### src/rtl/counter_pkg.sv
// Shared types and constants for the counter wrap monitor: FSM states,
// step classes and the direction encoding of the upstream counter.
package counter_pkg;

    typedef enum logic [1:0] {
        INIT  = 2'd0,
        TRACK = 2'd1,
        FAULT = 2'd2
    } state_t;

    typedef enum logic [1:0] {
        HOLD    = 2'd0,
        UP      = 2'd1,
        DOWN    = 2'd2,
        ILLEGAL = 2'd3
    } step_t;

    localparam logic DIR_UP = 1'b1;
    localparam logic DIR_DN = 1'b0;

    // True when the step class advances the tracked count (UP or DOWN).
    function automatic logic is_move(input step_t step);
        return (step == UP) || (step == DOWN);
    endfunction

endpackage

### src/rtl/counter_wrap_monitor_step_classifier.sv
// Classifies one step of the upstream counter from its previous value and
// direction to its current value, flagging the two wrap-around steps.
module step_classifier
    import counter_pkg::*;
#(
    parameter int WIDTH = 4
) (
    input  logic [WIDTH-1:0] i_q_d,
    input  logic [WIDTH-1:0] i_q,
    input  logic             i_ctrl_d,
    output step_t            o_step,
    output logic             o_wrap_up,
    output logic             o_wrap_dn
);

    logic [WIDTH-1:0] w_delta;
    logic [WIDTH-1:0] w_one;

    assign w_delta = i_q - i_q_d;
    assign w_one   = WIDTH'(1);

    // Direction is checked on every non-zero delta, so with WIDTH = 1 (where
    // +1 and -1 coincide) the registered direction decides the class.
    always_comb begin
        o_step = ILLEGAL;
        if (w_delta == '0) begin
            o_step = HOLD;
        end else if ((w_delta == w_one) && (i_ctrl_d == DIR_UP)) begin
            o_step = UP;
        end else if ((w_delta == '1) && (i_ctrl_d == DIR_DN)) begin
            o_step = DOWN;
        end
    end

    assign o_wrap_up = (o_step == UP)   && (i_q_d == '1);
    assign o_wrap_dn = (o_step == DOWN) && (i_q_d == '0);

endmodule

### src/rtl/counter_wrap_monitor.sv
// Extends an up/down counter's value with a wrap count, pulsing on each wrap
// and latching a sticky error (until reset) on any step a counter cannot make.
module counter_wrap_monitor
    import counter_pkg::*;
#(
    parameter int WIDTH     = 4,
    parameter int EXT_WIDTH = 4
) (
    input  logic                           clk,
    input  logic                           rst,
    input  logic [WIDTH-1:0]               q,
    input  logic                           ctrl,
    output logic [WIDTH+EXT_WIDTH-1:0]     ext_count,
    output logic                           wrap_up,
    output logic                           wrap_dn,
    output logic                           step_err,
    output logic                           valid
);

    state_t                         r_state;
    logic [WIDTH-1:0]               r_q_d;
    logic                           r_ctrl_d;
    logic [EXT_WIDTH-1:0]           r_wraps;
    logic [WIDTH+EXT_WIDTH-1:0]     r_ext_count;
    logic                           r_wrap_up;
    logic                           r_wrap_dn;
    logic                           r_step_err;
    logic                           r_valid;

    step_t                          w_step;
    logic                           w_is_wrap_up;
    logic                           w_is_wrap_dn;
    logic [EXT_WIDTH-1:0]           w_wraps_next;

    step_classifier #(
        .WIDTH (WIDTH)
    ) u_step_classifier (
        .i_q_d     (r_q_d),
        .i_q       (q),
        .i_ctrl_d  (r_ctrl_d),
        .o_step    (w_step),
        .o_wrap_up (w_is_wrap_up),
        .o_wrap_dn (w_is_wrap_dn)
    );

    always_comb begin
        w_wraps_next = r_wraps;
        if (w_is_wrap_up) begin
            w_wraps_next = r_wraps + EXT_WIDTH'(1);
        end else if (w_is_wrap_dn) begin
            w_wraps_next = r_wraps - EXT_WIDTH'(1);
        end
    end

    always_ff @(posedge clk) begin
        if (rst) begin
            r_state     <= INIT;
            r_q_d       <= '0;
            r_ctrl_d    <= DIR_DN;
            r_wraps     <= '0;
            r_ext_count <= '0;
            r_wrap_up   <= 1'b0;
            r_wrap_dn   <= 1'b0;
            r_step_err  <= 1'b0;
            r_valid     <= 1'b0;
        end else begin
            // The previous sample is refreshed in every state so that the
            // first TRACK cycle compares against the INIT capture.
            r_q_d     <= q;
            r_ctrl_d  <= ctrl;
            r_wrap_up <= 1'b0;
            r_wrap_dn <= 1'b0;

            case (r_state)
                INIT: begin
                    r_wraps     <= '0;
                    r_ext_count <= {{EXT_WIDTH{1'b0}}, q};
                    r_valid     <= 1'b1;
                    r_state     <= TRACK;
                end
                TRACK: begin
                    if (w_step == ILLEGAL) begin
                        r_step_err <= 1'b1;
                        r_valid    <= 1'b0;
                        r_state    <= FAULT;
                    end else if (is_move(w_step)) begin
                        r_wraps     <= w_wraps_next;
                        r_ext_count <= {w_wraps_next, q};
                        r_wrap_up   <= w_is_wrap_up;
                        r_wrap_dn   <= w_is_wrap_dn;
                    end
                end
                FAULT: begin
                    r_step_err <= 1'b1;
                    r_valid    <= 1'b0;
                end
                default: begin
                    r_state <= INIT;
                end
            endcase
        end
    end

    assign ext_count = r_ext_count;
    assign wrap_up   = r_wrap_up;
    assign wrap_dn   = r_wrap_dn;
    assign step_err  = r_step_err;
    assign valid     = r_valid;

endmodule

### config.mk
export PLATFORM = sky130hd
export DESIGN_NAME = counter_wrap_monitor
export DESIGN_NICKNAME = d
export VERILOG_FILES = /design/src/rtl/counter_pkg.sv /design/src/rtl/counter_wrap_monitor_step_classifier.sv /design/src/rtl/counter_wrap_monitor.sv
export SDC_FILE = /design/constraint.sdc
export NUM_CORES = 1
export LEC_CHECK = 0
export BUFFER_PORTS_ARGS = -buffer_cell sky130_fd_sc_hd__buf_2
export CORE_UTILIZATION = 25
export CTS_CLUSTER_DIAMETER = 30
export DETAILED_ROUTE_END_ITERATION = 16
export PLACE_DENSITY_LB_ADDON = 0.05
export SLEW_MARGIN = 5
export SYNTH_ARGS = -nofsm -noshare
export SYNTH_HDL_FRONTEND = slang
export SYNTH_SLANG_ARGS = --single-unit
### constraint.sdc
create_clock -name clk -period 5.6 [get_ports clk]
set_input_delay 0.56 -clock clk [delete_from_list [all_inputs] [get_ports clk]]
set_output_delay 0.56 -clock clk [all_outputs]
set_load 0.05 [all_outputs]
After elaboration in Yosys (flattened, before gate mapping)
Index checks and enable logic that the tools add are counted.

storage, ports and cells
  word-level logic and storage cells = 60
  bits in registers = 23
  input bits = 7
  output and inout bits = 12

cells by class
  bitwise gates (word level) = 4
  $add $sub $neg = 3
  eq/ne operators = 11
  reduce and logical (&&, ||, !) cells = 16
  muxes and demuxes = 17

operators by type and width
  kind                 count
  $mux 4               4
  $mux 8               2
  $pmux 8 s2           1
  $eq 4x4->1 const B   2
  $logic_not 4->1      2
  $pmux 4 s2           1
  $eq 2x2->1 const B   3
  $mux 2               3
  $ne 2x2->1 const B   3
  $pmux 2 s3           1
  $reduce_and 2->1     3
  $add 4x1->4 const B  1
  $eq 2x1->1 const B   2
  $eq 4x1->1 const B   1
  $logic_and 1x1->1    4
  $not 1->1            4
  $reduce_bool 2->1    2
  $reduce_or 4->1      1
  $sub 4x1->4 const B  1
  $sub 4x4->4          1
  $mux 1               3
  $pmux 1 s3           1
  $reduce_and 3->1     1
  $reduce_bool 3->1    1
  3 further kinds      3

Depth between registers and ports, before layout
Gate-level depths: netlist (run 1).

  word-level depth = 13
  depth in mapped cells = 9
  depth with buffers taken out = 8

Hierarchy
A second synthesis (run 1) with hierarchy kept.

unflattened totals
  cell total of the unflattened synthesis = 119
  area total of the unflattened synthesis = 1047.3 um^2

by module, submodules not included
  module                instances  area each (um^2)  cells each  seq. area each (um^2)
  counter_wrap_monitor  1          860.8             95          380.4
  step_classifier       1          186.4             24          0.0

Least setup slack after synthesis (run 1)
No wires, ideal clock.

  kind = input -> register
  start = input q[0]
  end = register r_wraps[3]
  cell stages on the path = 8
  buffers on the path = 0
  library setup time = 0.122 ns
  data arrival time = 2.532 ns
  data required time = 5.478 ns
  path slack = 2.946 ns
  path through = inv_1 ha_1 fa_1 nor3_1 nand2_1 a211oi_4 a311oi_4 a311o_1

between the ends
  longest elaborated chain between the ends = 13
  elaborated cells on any way between the ends = 23
  those cells by class = add/sub (1); eq/ne (7); mux (8); reduce/logical (7)

ends and longest elaborated chain
  what                  RTL line                                                       source
  from (decl)           counter_wrap_monitor.sv:11                                     input logic [WIDTH-1:0] q,
  $sub 4x4->4 (*)       counter_wrap_monitor_step_classifier.sv:19                     assign w_delta = i_q - i_q_d;
  $eq 4x4->1            counter_wrap_monitor_step_classifier.sv:30                     end else if ((w_delta == '1) && (i_ctrl_d == DIR_DN)) begin
  $logic_and 1x1->1     counter_wrap_monitor_step_classifier.sv:30
  $mux 1                counter_wrap_monitor_step_classifier.sv:30
  $mux 2                counter_wrap_monitor_step_classifier.sv:28                     end else if ((w_delta == w_one) && (i_ctrl_d == DIR_UP)) begin
  $mux 2 (*)            counter_wrap_monitor_step_classifier.sv:26                     if (w_delta == '0) begin
  $eq 2x2->1            counter_pkg.sv:23, counter_wrap_monitor_step_classifier.sv:36
  $logic_and 1x1->1     counter_wrap_monitor_step_classifier.sv:36                     assign o_wrap_dn = (o_step == DOWN) && (i_q_d == '0);
  $mux 4                counter_wrap_monitor.sv:50                                     end else if (w_is_wrap_dn) begin
  $mux 4                counter_wrap_monitor.sv:48                                     if (w_is_wrap_up) begin
  $mux 4                counter_wrap_monitor.sv:86                                     end else if (is_move(w_step)) begin
  $mux 4                counter_wrap_monitor.sv:82                                     if (w_step == ILLEGAL) begin
  $pmux 4 s2            counter_wrap_monitor.sv:74                                     case (r_state)
  to (signal assigned)  counter_wrap_monitor.sv:87                                     r_wraps <= w_wraps_next;
  to (decl)             counter_wrap_monitor.sv:23                                     logic [EXT_WIDTH-1:0] r_wraps;

Mark *: on every way between the ends. The rest lies on a longest branch, timed or not. The select of a mux whose other input is x is not followed.
A chain may end at the register's enable or synchronous reset.

Final worst setup path (run 1)
Ends and elaborated chain as after synthesis.

==> impl_summary.md, run 1 <==
Global route
The largest net degree at the start of global routing is 18. The via count of the first global-routing pass came to 931. The initial antenna violation count is 0. The first global-routing pass estimated 4530 um of wire. For this run, the total global-route usage over all layers was measured as 0.118.

The total grt overflow is 0.

Timing
Setup total negative slack on the finished layout was measured at 0 ns. The number of endpoints failing setup at the final stage is 0. The slew at the pin closest to its max-slew limit is 0.547 ns. Setup repair after global routing left no endpoint under its margin. The number of endpoints with negative hold slack in the final report was 0. For this run, the top clock speed supported by timing is 358 MHz. The number of pins with negative max-slew slack in the final report is 0. The post-layout minimum cycle time is 2.79 ns. The clock tree skew after final layout is 0.00106 ns.

The post-route worst setup slack is 2.81 ns. The final critical-path share of the clock period is 0.499. Headroom to the max-slew limit came out at 0.632.

Critical path
The kind of start point of the critical path is an input port. The setup path with the least slack is of type in -> reg. The worst endpoint required time is 5.74 ns. The endpoint kind of the worst setup timing path is a flip-flop. STA puts the critical path data arrival time at 2.94 ns. The highest fanout seen on the critical path is 7.

CTS
Once the clock tree was built, the resizer swapped 0 gates to a different size. The deepest clock path buffer count is 2. The depth of the CTS H-tree is 1. Hold repair after CTS inserted 0 buffers. The total clock buffers created by CTS is 3. For the worst-skew pair, the clock arrives at the later sink with an insertion delay of 0.25 ns. The clock tree from TritonCTS is done.

The number of buffers inserted to repair setup after CTS is 0. The cell chosen for the clock root is sky130_fd_sc_hd__clkbuf_8. The clock transition at the registers of the reported paths is 0.07 ns. The clock net in this run drives a total of 19 sinks.

Synth
The most used flip-flop cell after synthesis is sky130_fd_sc_hd__dfxtp_1. The synthesized design contains 0 enable-type register cells. In this run, synthesis produced a sequential element count of 19. Synthesis produced a netlist whose cell count is 126.

The count of synthesis-stage warnings from yosys is 0. After synthesis, the mean cell area works out to 9.24 um2. Counting distinct cell types in the post-synthesis netlist gives 45. The number of nets in the synthesized netlist is 143.

The register area share after synthesis is 0.327. The synthesized netlist occupies a cell area of 1160 um2. The async set-or-reset flop fraction in the synthesized netlist is 0.

Power
The leakage dissipation is 0.585 nW. The largest voltage drop on the vdd net is 0.106 mV. Dividing total power by cell area gives a power density of 395 nW/um2.

Floorplan
The number of placement rows is 24. The vertical die dimension is 70.2 um. For this configuration, the core starts out at a cell density of 0.264. The die extent in x is 70.2 um.

The core region is 4410 um2. The number of ports placed on the die boundary is 19. The die area is 4930 um2.

Routing
In this run the remaining antenna-violating nets after routing total 0. In this run, the number of DRC markers left after iteration 0 of detailed routing was 54. The detailed router placed 946 vias in this run. The post-detailed-route via-to-cell ratio is 4.80.

The wire length per cell after detailed routing is 13.2 um. The final layout contains routed wiring with a total length of 2600 um. The length of the first detailed-routing pass in iterations is 4.

After detailed routing, the number of remaining DRC violations is 0.

Placed design
The global placement routability congestion is 0.818. At the placement stage, the worst setup path has a slack of 2.51 ns. After detailed placement, the total cell area comes to 1310 um2. The number of buffer cells added on primary ports is 18. Detailed placement finished with a half-perimeter wire length of 2010 um.

Final layout
The area growth from synthesis to layout is 16.1%. The count of antenna diodes in the layout is 0. The layout net count is 163. The area of all placed cells without fillers is 1350 um2.

The most common cell after layout, fill and taps aside is sky130_fd_sc_hd__dfxtp_1. The proportion of layout cells with a drive suffix above 1 is 0.214. The footprint of the multi-input gates is 729 um2. The top cell types in the final layout, fill and taps aside, are 19 x sky130_fd_sc_hd__dfxtp_1, 18 x sky130_fd_sc_hd__buf_2, 11 x sky130_fd_sc_hd__inv_1. The count of fill cells added during filler insertion is 480. The flip-flop and latch area is 380 um2.

Run
The max-capacitance violation count is 0.

Worst hold path
The path category of the worst min-delay check is reg -> reg.

Outcome
The run finished with clean final reports.
==> flip-flops by register name (all words and copies together) (netlist names) <==
| name | cells |
|---|---|
| r_ctrl_d | 1 |
| valid | 1 |
| r_q_d | 4 |
| r_state | 2 |
| wrap_dn | 1 |
| ext_count | 4 |
| r_wraps | 4 |
| step_err | 1 |
| wrap_up | 1 |
==> where the power goes <==
part           total, mW  switching, mW  internal [mW]
Clock             0.0975         0.0470         0.0506
Combinational      0.260          0.172         0.0878
Sequential         0.176         0.0138          0.162
==> per-layer routing <==
layer	GRT usage	part of all wire
met3	0.0274	0.039
met5	0	0
met1	0.162	0.49
met2	0.183	0.46
met4	0.0333	0.0081
==> kinds of logic (layout without fill, tap and decap cells) <==
| group | after synthesis | in the layout | share of synthesized area |
|---|---|---|---|
| mux | 5 | 5 | 0.0473 |
| compound gates | 29 | 29 | 0.215 |
| xor+xnor | 3 | 3 | 0.0226 |
| buf+inv | 14 | 33 | 0.0462 |
| flops | 19 | 19 | 0.327 |
| simple gates | 46 | 46 | 0.228 |
| fa+ha+maj | 10 | 10 | 0.114 |
==> cell usage after synthesis, drive strengths merged, types with 3 or more instances <==
| cell | instances | area, um2 |
|---|---|---|
| nor3 | 4 | 20.0 |
| and3 | 4 | 25.0 |
| nor2b | 9 | 56.3 |
| nand2 | 4 | 15.0 |
| inv | 11 | 41.3 |
| mux2 | 4 | 45.0 |
| and2 | 3 | 18.8 |
| nor2 | 9 | 33.8 |
| ha | 9 | 113 |
| o21ai | 3 | 15.0 |
| dfxtp | 19 | 380 |
| clkbuf | 3 | 12.5 |
| o21a | 3 | 22.5 |
| a211oi | 5 | 50.1 |
| nand3 | 3 | 15.0 |
==> worst paths after layout <==
path                            startpoint    endpoint  slack [ns]  cells past startpoint
worst max-delay path                  q[0]  r_wraps[3]        2.81                      9
worst min-delay path              step_err    step_err        0.47                      1
worst max register to register    r_q_d[0]  r_wraps[3]        2.91                      7
worst min register to register    step_err    step_err        0.47                      1
==> area by class of cell <==
type / instances / share of cell area
Tap cell: 52 / 0.0481
Multi-Input combinational cell: 93 / 0.540
Inverter: 11 / 0.0306
Timing Repair Buffer: 18 / 0.0667
Clock buffer: 4 / 0.0333
Sequential cell: 19 / 0.281
==> worst max-delay path, stage by stage <==
cell                       delay (ns)
sky130_fd_sc_hd__buf_2           0.07
sky130_fd_sc_hd__inv_1           0.04
sky130_fd_sc_hd__ha_1            0.22
sky130_fd_sc_hd__fa_1            0.53
sky130_fd_sc_hd__nor3_1          0.38
sky130_fd_sc_hd__nand2_1         0.18
sky130_fd_sc_hd__a211oi_4        0.40
sky130_fd_sc_hd__a311oi_4        0.14
sky130_fd_sc_hd__a311o_1         0.40
==> metrics by stage <==
stage | utilization | cells | hold slack (ns) | total power, mW
floorplan | - | 126 | 0.466 | 0.381
global placement | 0.296 | 193 | 0.448 | 0.442
detailed placement | 0.296 | 193 | 0.457 | 0.441
CTS | 0.306 | 197 | 0.477 | 0.545
global route | 0.306 | 197 | 0.501 | 0.576
finish | 0.306 | 197 | 0.471 | 0.533
Note: power is estimated with default switching activity, not from simulation.
==> inputs of run 2 (changes only) <==
Clock period 5.6 ns to 2.4 ns, I/O delays scaled along.
==> impl_summary.md, run 2 (synthesized netlist as in run 1, its figures left out) <==
Outcome
The flow ran to the end, and the final reports show no timing, DRC or antenna violations.

Global route
The largest net degree at the start of global routing is 18 (unchanged). The initial antenna violation count is 0 (unchanged). The total global-route track usage is 0.129 (+0.0115). The via count of the first global-routing pass came to 992 (+6.6%).

The total grt overflow is 0 (unchanged). The global-route wire length before repair came to 4900 um (+8.2%).

Timing
The number of pins with negative max-slew slack in the final report came to 0 (unchanged). The final critical-path share of the clock period is 0.975. The post-layout minimum cycle time is 2.34 ns.

The clock tree skew after final layout came to 0.00176 ns (+0.000697 ns). The number of endpoints failing setup at the final stage came to 0 (unchanged). The max-slew headroom at the worst pin came to 0.677 (+0.0456). Setup repair after global routing could not meet its margin everywhere. Timing would allow up to 427 MHz. The post-route worst setup slack is 0.0601 ns (-2.75 ns).

The slew at the pin closest to its max-slew limit is 0.480 ns (-0.0670 ns). The number of endpoints with negative hold slack in the final report is 0 (unchanged).

Floorplan
The effective utilization at floorplan was 0.264 (unchanged). The placeable core region is 4410 um2 (unchanged). The vertical die dimension was 70.2 um (unchanged).

The number of placement rows is 24 (unchanged). The die extent in x is 70.2 um (unchanged). The die area is 4930 um2 (unchanged).

The number of ports placed on the die boundary is 19 (unchanged).

Routing
The post-detailed-route via-to-cell ratio came to 4.85 (+0.95%). The met3 routed wirelength is 97 um (-4.0%). The uppermost layer routed is met4.

The final wirelength is 2930 um (+13%). The DRC violation total after the first TritonRoute iteration is 59 (+9.3%). The met2 routed wirelength is 1440 um (+21%). The number of routed nets with antenna violations came to 0 (unchanged). The wire length the detailed router placed on met1 came to 1370 um (+6.7%). The length of the first detailed-routing pass in iterations is 4 (unchanged). The via count is 1018 (+7.6%). The detailed-route DRC error count is 0 (unchanged). The wire length per cell after detailed routing was 14.0 um (+5.9%).

Critical path
The start point of the critical path is r_q_d[1]. The highest fanout seen on the critical path is 6 (-1). The capture instance of the worst register-to-register path is ext_count[3]. The startpoint identified for the worst register-to-register timing path is r_q_d[1]. The worst setup path is launched from a flip-flop.

The startpoint-to-endpoint class of the critical path is reg -> reg. The critical path ends at ext_count[3]. The worst endpoint required time is 2.56 ns (-3.18 ns). The endpoint kind of the worst setup timing path is a flip-flop. The path depth of the worst reg2reg path was 7 (unchanged). The data arrival time of the worst path is 2.50 ns (-0.44 ns). The worst-case register-to-register setup slack is 0.06 ns (-2.85 ns).

CTS
The cell chosen for the clock root is sky130_fd_sc_hd__clkbuf_8. The number of clock sinks came to 19 (unchanged). The number of buffers inserted for hold repair after clock tree synthesis is 0 (unchanged). The depth of the CTS H-tree is 1 (unchanged). TritonCTS built the clock tree. The number of buffers inserted to repair setup after CTS is 0 (unchanged). The total clock buffers created by CTS is 3 (unchanged). The clock transition at the registers of the reported paths came to 0.08 ns (about the same). The latest clock arrival within the worst-skew pair is 0.26 ns (about the same). The deepest clock path buffer count is 2 (unchanged).

Run
The max-capacitance violation count was 0 (unchanged).

Final layout
The count of antenna diodes in the layout is 0 (unchanged). The area of all placed cells without fillers came to 1530 um2 (+13%). The proportion of layout cells with a drive suffix above 1 was 0.373 (+0.160). The layout net count is 176 (+8.0%). In the layout the commonest cells are 18 x sky130_fd_sc_hd__dfxtp_1, 18 x sky130_fd_sc_hd__buf_2, 13 x sky130_fd_sc_hd__buf_4, 11 x sky130_fd_sc_hd__inv_1. The area growth from synthesis to layout is 31.4%.

Placed design
The global placement routability congestion was 0.792 (-3.2%). The half-perimeter wire length of the detailed placement result is 2250 um (+12%). The placed instance area is 1400 um2 (+7.5%). The worst slack at placement is -0.0706 ns (-2.58 ns). The number of buffer cells added on primary ports is 18 (unchanged).

Power
The largest voltage drop on the vdd net is 0.279 mV (+160%). The ratio of total power to cell area is 876 nW/um2 (+120%). The leakage dissipation is 0.664 nW (+14%).

Worst hold path
The worst hold path belongs to the class in -> reg.
## run 2: cell count changes in the layout (fill, tap and decap cells not counted), moves of 2 or more
cell and delta:
sky130_fd_sc_hd__ha_1 -2, sky130_fd_sc_hd__o21ai_1 +2, sky130_fd_sc_hd__buf_4 +13, sky130_fd_sc_hd__o21ai_0 -2
## run 2: metal layers
metal,vias to the layer above,global-route usage
met2,19,0.222
met5,-,0
met3,2,0.0346
li1,523,-
met1,474,0.159
met4,0,0.0333
## run 2: cell type report
| cell class | instances | area (um2) |
|---|---|---|
| Clock buffer | 3 | 41.3 |
| Timing Repair Buffer | 31 | 188 |
| Clock inverter | 1 | 5.00 |
| Tap cell | 52 | 65.1 |
| Inverter | 11 | 41.3 |
| Sequential cell | 19 | 382 |
| Multi-Input combinational cell | 93 | 807 |
| Fill cell | 464 | 2890 |
## run 2: stage by stage
step | cells | power, mW | utilization | TNS [ns] | hold slack, ns
floorplan | 126 | 0.890 | - | 0 | 0.321
global placement | 206 | 1.06 | 0.318 | -0.288 | 0.450
detailed placement | 206 | 1.06 | 0.318 | -0.295 | 0.453
CTS | 210 | 1.31 | 0.329 | 0 | 0.167
global route | 210 | 1.44 | 0.346 | -0.0417 | 0.200
finish | 210 | 1.34 | 0.346 | 0 | 0.179
## run 2: report_power, final
group	switching, mW	internal [mW]	total (mW)
Sequential	0.0319	0.378	0.410
Clock	0.120	0.116	0.235
Combinational	0.427	0.268	0.695
## run 2: how the worst min path moves through the flow
stage | from | end | slack [ns] | depth (start not counted)
floorplan | rst | r_q_d[2] | 0.32 | 1
global placement | ctrl | r_ctrl_d | 0.45 | 2
detailed placement | ctrl | r_ctrl_d | 0.45 | 2
CTS | ctrl | r_ctrl_d | 0.17 | 2
global route | ctrl | r_ctrl_d | 0.20 | 2
finish | ctrl | r_ctrl_d | 0.18 | 2
## run 2: worst max-delay path: stages, from the launching register on
cell,delay (ns)
sky130_fd_sc_hd__dfxtp_1,0.34
sky130_fd_sc_hd__inv_1,0.05
sky130_fd_sc_hd__ha_1,0.26
sky130_fd_sc_hd__and3b_4,0.18
sky130_fd_sc_hd__or3_4,0.38
sky130_fd_sc_hd__and2_4,0.17
sky130_fd_sc_hd__a311oi_4,0.46
sky130_fd_sc_hd__mux2_2,0.39
## run 2: what timing repair did
action | CTS | global route
hold endpoints to repair | 0 | 0
resized for setup | 2 | 17
pin swaps | 1 | 3
endpoints found under the setup margin | 4 | 12
